## config.mk

```make
export PLATFORM = sky130hd
export DESIGN_NAME = axi_rt_budget_arbiter
export DESIGN_NICKNAME = d
export VERILOG_FILES = /design/src/rtl/axi_rt_budget_arbiter.sv
export SDC_FILE = /design/constraint.sdc
export NUM_CORES = 1
export LEC_CHECK = 0
export BUFFER_PORTS_ARGS = -buffer_cell sky130_fd_sc_hd__buf_2
export CORE_ASPECT_RATIO = 0.5
export CORE_UTILIZATION = 55
export CTS_BUF_LIST = sky130_fd_sc_hd__clkbuf_4
export CTS_CLUSTER_SIZE = 16
export DETAILED_ROUTE_END_ITERATION = 7
export GPL_ROUTABILITY_DRIVEN = 0
export PLACE_DENSITY_LB_ADDON = 0.05
export SETUP_SLACK_MARGIN = 0.05
export SLEW_MARGIN = 5
export SYNTH_ARGS = -nofsm -noshare
export SYNTH_HDL_FRONTEND = slang
export SYNTH_SLANG_ARGS = --single-unit
```

## constraint.sdc

```tcl
create_clock -name clk_i -period 9.7 [get_ports clk_i]
set_input_delay 1.94 -clock clk_i [delete_from_list [all_inputs] [get_ports clk_i]]
set_output_delay 1.94 -clock clk_i [all_outputs]
set_load 0.01 [all_outputs]
```

## src/rtl/axi_rt_budget_arbiter.sv

```systemverilog
// axi_rt_budget_arbiter
//   Real-time bandwidth regulator and round-robin arbiter for the managers
//   that feed the shared AXI crossbar. Every regulated manager owns a beat
//   budget that is refilled once per period. A burst is granted only when the
//   remaining budget covers the whole burst, and its full length is deducted
//   at grant time. One burst is in flight at a time.
//
// Ports
//   clk_i, rst_i    clock, synchronous active-high reset
//   enable_i        regulation enable (0 = plain round-robin)
//   budget_i        per-manager beats per period   (NumMgr x BudgetWidth)
//   period_i        per-manager refill period       (NumMgr x PeriodWidth, 0 = unregulated)
//   req_i, len_i    burst request and length (beats-1), held until granted
//   beat_i, last_i  downstream beat accepted / last beat of burst
//   gnt_o           one-hot grant, held for the whole burst
//   exhausted_o     request pending but blocked by budget
//   budget_left_o   remaining budget per manager
//   stall_cnt_o     per-manager budget-stall cycle counters (NumMgr x 32)
//
// Optional feature
//   AXI_RT_BUDGET_STALL_CNT_EN : when defined, stall_cnt_o counts the cycles
//   each manager spends with exhausted_o high (saturating). When undefined,
//   no counters exist and stall_cnt_o is tied to zero.

module axi_rt_budget_arbiter #(
    parameter int unsigned NumMgr      = 4,
    parameter int unsigned BudgetWidth = 16,
    parameter int unsigned PeriodWidth = 16,
    parameter int unsigned LenWidth    = 8
) (
    input  logic                          clk_i,
    input  logic                          rst_i,
    input  logic                          enable_i,
    input  logic [NumMgr*BudgetWidth-1:0] budget_i,
    input  logic [NumMgr*PeriodWidth-1:0] period_i,
    input  logic [NumMgr-1:0]             req_i,
    input  logic [NumMgr*LenWidth-1:0]    len_i,
    input  logic                          beat_i,
    input  logic                          last_i,
    output logic [NumMgr-1:0]             gnt_o,
    output logic [NumMgr-1:0]             exhausted_o,
    output logic [NumMgr*BudgetWidth-1:0] budget_left_o,
    output logic [NumMgr*32-1:0]          stall_cnt_o
);

    localparam int unsigned NeedWidth = BudgetWidth + 1;
    localparam int unsigned PtrWidth  = (NumMgr > 1) ? $clog2(NumMgr) : 1;

    typedef enum logic {
        IDLE = 1'b0,
        BUSY = 1'b1
    } state_e;

    state_e                 state_q, state_d;
    logic [NumMgr-1:0]      gnt_q, gnt_d;
    logic [PtrWidth-1:0]    ptr_q, ptr_d;
    logic [BudgetWidth-1:0] budget_left_q [NumMgr];
    logic [BudgetWidth-1:0] budget_left_d [NumMgr];
    logic [PeriodWidth-1:0] period_cnt_q  [NumMgr];
    logic [PeriodWidth-1:0] period_cnt_d  [NumMgr];

    logic [NeedWidth-1:0]   need [NumMgr];
    logic [NumMgr-1:0]      regulated;
    logic [NumMgr-1:0]      eligible;
    logic                   pick_valid;
    logic [PtrWidth-1:0]    pick_idx;
    int unsigned            scan_idx;
    logic                   grant_fire;

    // Need and eligibility, evaluated against the registered budget.
    always_comb begin
        for (int unsigned i = 0; i < NumMgr; i++) begin
            need[i]      = NeedWidth'(len_i[i*LenWidth +: LenWidth]) + NeedWidth'(1);
            regulated[i] = enable_i && (period_i[i*PeriodWidth +: PeriodWidth] != '0);
            eligible[i]  = req_i[i] &&
                           (!regulated[i] || ({1'b0, budget_left_q[i]} >= need[i]));
        end
    end

    assign exhausted_o = req_i & ~eligible;

    // Round-robin pick: first eligible index at or after the pointer, wrapping.
    always_comb begin
        pick_valid = 1'b0;
        pick_idx   = '0;
        scan_idx   = 0;
        for (int unsigned off = 0; off < NumMgr; off++) begin
            scan_idx = (32'(ptr_q) + off) % NumMgr;
            if (!pick_valid && eligible[scan_idx]) begin
                pick_valid = 1'b1;
                pick_idx   = PtrWidth'(scan_idx);
            end
        end
    end

    assign grant_fire = (state_q == IDLE) && pick_valid;

    // Grant FSM next state.
    always_comb begin
        state_d = state_q;
        gnt_d   = gnt_q;
        ptr_d   = ptr_q;
        case (state_q)
            IDLE: begin
                if (pick_valid) begin
                    gnt_d   = NumMgr'(1) << pick_idx;
                    ptr_d   = (32'(pick_idx) == NumMgr - 1) ? '0 : pick_idx + PtrWidth'(1);
                    state_d = BUSY;
                end
            end
            BUSY: begin
                if (beat_i && last_i) begin
                    gnt_d   = '0;
                    state_d = IDLE;
                end
            end
            default: begin
                gnt_d   = '0;
                state_d = IDLE;
            end
        endcase
    end

    // Budget and period bookkeeping. A refill lands first and the grant charge
    // is applied on top of it, so a coincident refill+grant yields budget-need
    // (clamped at zero when the burst is larger than the whole budget).
    always_comb begin
        for (int unsigned i = 0; i < NumMgr; i++) begin
            budget_left_d[i] = budget_left_q[i];
            period_cnt_d[i]  = period_cnt_q[i];
            if (!enable_i) begin
                budget_left_d[i] = budget_i[i*BudgetWidth +: BudgetWidth];
                period_cnt_d[i]  = period_i[i*PeriodWidth +: PeriodWidth];
            end else if (regulated[i]) begin
                // A counter at 0 can only come from a period that was 0 at its
                // last reload; treat it as an immediate refill point.
                if (period_cnt_q[i] <= PeriodWidth'(1)) begin
                    period_cnt_d[i]  = period_i[i*PeriodWidth +: PeriodWidth];
                    budget_left_d[i] = budget_i[i*BudgetWidth +: BudgetWidth];
                end else begin
                    period_cnt_d[i]  = period_cnt_q[i] - PeriodWidth'(1);
                end
                if (grant_fire && (32'(pick_idx) == i)) begin
                    if ({1'b0, budget_left_d[i]} >= need[i]) begin
                        budget_left_d[i] = budget_left_d[i] - need[i][BudgetWidth-1:0];
                    end else begin
                        budget_left_d[i] = '0;
                    end
                end
            end
        end
    end

    always_ff @(posedge clk_i) begin
        if (rst_i) begin
            state_q <= IDLE;
            gnt_q   <= '0;
            ptr_q   <= '0;
            for (int unsigned i = 0; i < NumMgr; i++) begin
                budget_left_q[i] <= budget_i[i*BudgetWidth +: BudgetWidth];
                period_cnt_q[i]  <= period_i[i*PeriodWidth +: PeriodWidth];
            end
        end else begin
            state_q <= state_d;
            gnt_q   <= gnt_d;
            ptr_q   <= ptr_d;
            for (int unsigned i = 0; i < NumMgr; i++) begin
                budget_left_q[i] <= budget_left_d[i];
                period_cnt_q[i]  <= period_cnt_d[i];
            end
        end
    end

    assign gnt_o = gnt_q;

    always_comb begin
        for (int unsigned i = 0; i < NumMgr; i++) begin
            budget_left_o[i*BudgetWidth +: BudgetWidth] = budget_left_q[i];
        end
    end

`ifdef AXI_RT_BUDGET_STALL_CNT_EN
    logic [31:0] stall_cnt_q [NumMgr];
    logic [31:0] stall_cnt_d [NumMgr];

    always_comb begin
        for (int unsigned i = 0; i < NumMgr; i++) begin
            stall_cnt_d[i] = stall_cnt_q[i];
            if (exhausted_o[i] && (stall_cnt_q[i] != '1)) begin
                stall_cnt_d[i] = stall_cnt_q[i] + 32'd1;
            end
            stall_cnt_o[i*32 +: 32] = stall_cnt_q[i];
        end
    end

    always_ff @(posedge clk_i) begin
        if (rst_i) begin
            for (int unsigned i = 0; i < NumMgr; i++) begin
                stall_cnt_q[i] <= '0;
            end
        end else begin
            for (int unsigned i = 0; i < NumMgr; i++) begin
                stall_cnt_q[i] <= stall_cnt_d[i];
            end
        end
    end
`else
    assign stall_cnt_o = '0;
`endif

endmodule
```

==> results.yml <==
clocking:
  cts_buffer_depth: 2
  cts-root-buf: "clkbuf_4"
  clk_latency_ps: 650
  cts.sinks: 135
  cts_resized: 0
  htree_num_levels: 4
  clk_pin_slew_worst_paths_ps: 150
  cts_setup_buffers: 0
  tritoncts: "done"
  cts_hold_buffers: 0
  cts_made_buffers: 17
floorplan:
  core_area_um2: 23200
  std_cell_rows: 39
  die_area_um2: 24700
  fp.dieH_um: 112
  initial_utilization_pct: 57.0
  fp.dieW_um: 221
  num_io_pins: 369
power_and_ir_drop:
  p_leak_nw: 6.16
  powerDensity_nw_per_um2: 126
  vdd_drop_max_v: 0.0000633
sta:
  whs_ps: 478
  tns_ps: 0
  setup_viol: 0
  drv_slew: 0
  hold_viol: 0
  fin_crit_sh_pct: 65.5
  rsz0062_at_grt: "no"
  tightest_slew_ps: 1210
  max_slew_margin_pct: 18.4
  fin_worst_skew_ps: 26.7
  min_period_ps: 6350
  fmax_mhz: 157
global_routing:
  grt_use_met2_pct: 50.3
  first_global_vias: 11754
  grt_max_degree: 59
  grt_overflow: 0
  grt.met3_usage_pct: 6.12
  grt_pass1_wl_um: 61000
  antenna_found_initial: 7
  use_met1_pct: 41.2
  grt_use_total_pct: 30.8
  grt-busiest-layer: "met2"
placed_design:
  hpwl_um: 29300
  port_buffers: 240
  placed_cells: 2105
  postPlaceCellArea_um2: 14200
synthesis:
  ys.flop_type: "edfxtp_1"
  yosysSeqAreaShare_pct: 30.1
  avgSynthCellArea_um2: 8.21
  synth_edf_count: 128
  synth_top_area_share_pct: 29.1
  synthCells: 1610
  synth_area_leader_cell: "edfxtp_1"
  synthArstFlopShare_pct: 0
  synth_area_um2: 13200
  yosys-top-cells-count: "nand2_1, nor2_1, buf_4"
  yosysWarningCount: 0
  ys_types: 86
  yosys-top-cells-area: "edfxtp_1, ha_1, buf_4"
  synth_most_common_cell: "nand2_1"
  ys_seq_elements: 135
route:
  wirelength_um: 38500
  postRouteAntennaNets: 0
  dr.pass1.iters: 6
  avgRoutedWirePerCell_um: 17.9
  vias: 12618
  drc_errors: 0
  via_per_inst: 5.87
  drt_iter0_drc: 1165
hold_path:
  hp-class: "flop to flop"
critical_path:
  critPathMaxFanout: 12
  arrival_ps: 6780
  critical_path_required_ps: 10120
  start_kind: "input pin"
  critPathKind: "input pin to flop"
  endpoint_kind: "flop"
finish:
  nets: 2078
  final_cells: 2148
  fin_util_pct: 62.6
  area_growth_pct: 9.74
  layout-drive-gt1-share_pct: 17.0
  stdcell_area_um2: 14500
flow_run:
  max-cap-violations: 0
status:
  status: "finished, final reports clean"
## critical path: stages
cell      delay (ps)
buf_2            120
ha_1             210
nand3_1          150
nor2_1           200
nand3_1          140
ha_1             310
a211oi_1         220
nand3_1          130
o31ai_1          980
o21ai_0          240
a21o_1           240
nand2_1           60
o21a_1           160
ha_1             360
nand3_1          410
or2_2            480
xnor2_1          130
a211o_1          290
## layout by cell type, fill, tap and decap left out, types with 7 or more instances in the layout
cell      count
inv_1        46
and4_1        7
nor3_1       45
xor2_1       33
a31oi_1      18
o21ai_0      97
nor2b_1      12
nand2b_1     11
xnor2_1      68
nor4_1       45
nor3b_1       7
ha_1         88
a211oi_1      8
a21o_1       17
buf_2       240
o31ai_1      19
nand3_1      33
and2_1        7
and3_1       20
o21a_1       13
nand4_1      14
mux2i_1      16
nand2_1     231
or3_1        18
edfxtp_1    128
buf_4         9
nor2_1      171
a21oi_1      95
a221oi_1     16
a22o_1       11
clkbuf_4     17
dfxtp_1       7
diode_2      11
conb_1      128
## flip-flops by register name (all words and copies together) (netlist names)
signal,count
state_q,1
gnt_o,4
ptr_q,2
budget_left_q,64
period_cnt_q,64
## metrics by stage
stage | power (mW) | setup slack, ps
3_5_place_dp | 1.36 | 2800
5_1_grt | 1.92 | 3060
6_report | 1.82 | 3350
2_1_floorplan | 1.20 | 3920
3_3_place_gp | 1.34 | 3050
4_1_cts | 1.81 | 3470
## where the power goes
part	leakage (nW)	internal [mW]	switching, mW
Combinational	4.59	0.239	0.353
Clock	0.157	0.204	0.263
Sequential	1.42	0.701	0.0635
## per-layer routing
metal	routed length [µm]	share of wire (%)
met2	17900	47
met4	626	1.6
met1	17000	44
met5	13	0.034
met3	2940	7.6
## kinds of logic after synthesis
| logic type | count (synthesis) | synth area share [%] |
|---|---|---|
| other | 1 | 0.0284 |
| muxes | 20 | 1.57 |
| xor gates and xnor gates | 101 | 6.69 |
| AOI/OAI and AO/OA | 367 | 18.4 |
| DFF | 135 | 30.1 |
| buffers and inverters | 234 | 10.6 |
| and+or+nand+nor | 660 | 23.7 |
| adders and majority gates | 92 | 8.93 |
## final timing paths
kind / startpoint / endpoint / slack [ps] / cells past startpoint
worst min-delay path: gnt_o[1] / gnt_o[1] / 480 / 2
worst max-delay path: len_i[8] / budget_left_q[2][13] / 3350 / 18
worst max register to register: period_cnt_q[2][10] / budget_left_q[2][13] / 3800 / 16
worst min register to register: gnt_o[1] / gnt_o[1] / 480 / 2
## area by class of cell
type / count / area, µm²
Clock inverter: 15 / 201
Sequential cell: 135 / 3980
Timing Repair Buffer: 249 / 1270
Clock buffer: 17 / 128
Antenna cell: 11 / 27.5
Multi-Input combinational cell: 1368 / 8340
Fill cell: 2116 / 8670
Tap cell: 307 / 384
Inverter: 46 / 173
(Power assumes the default switching activity.)
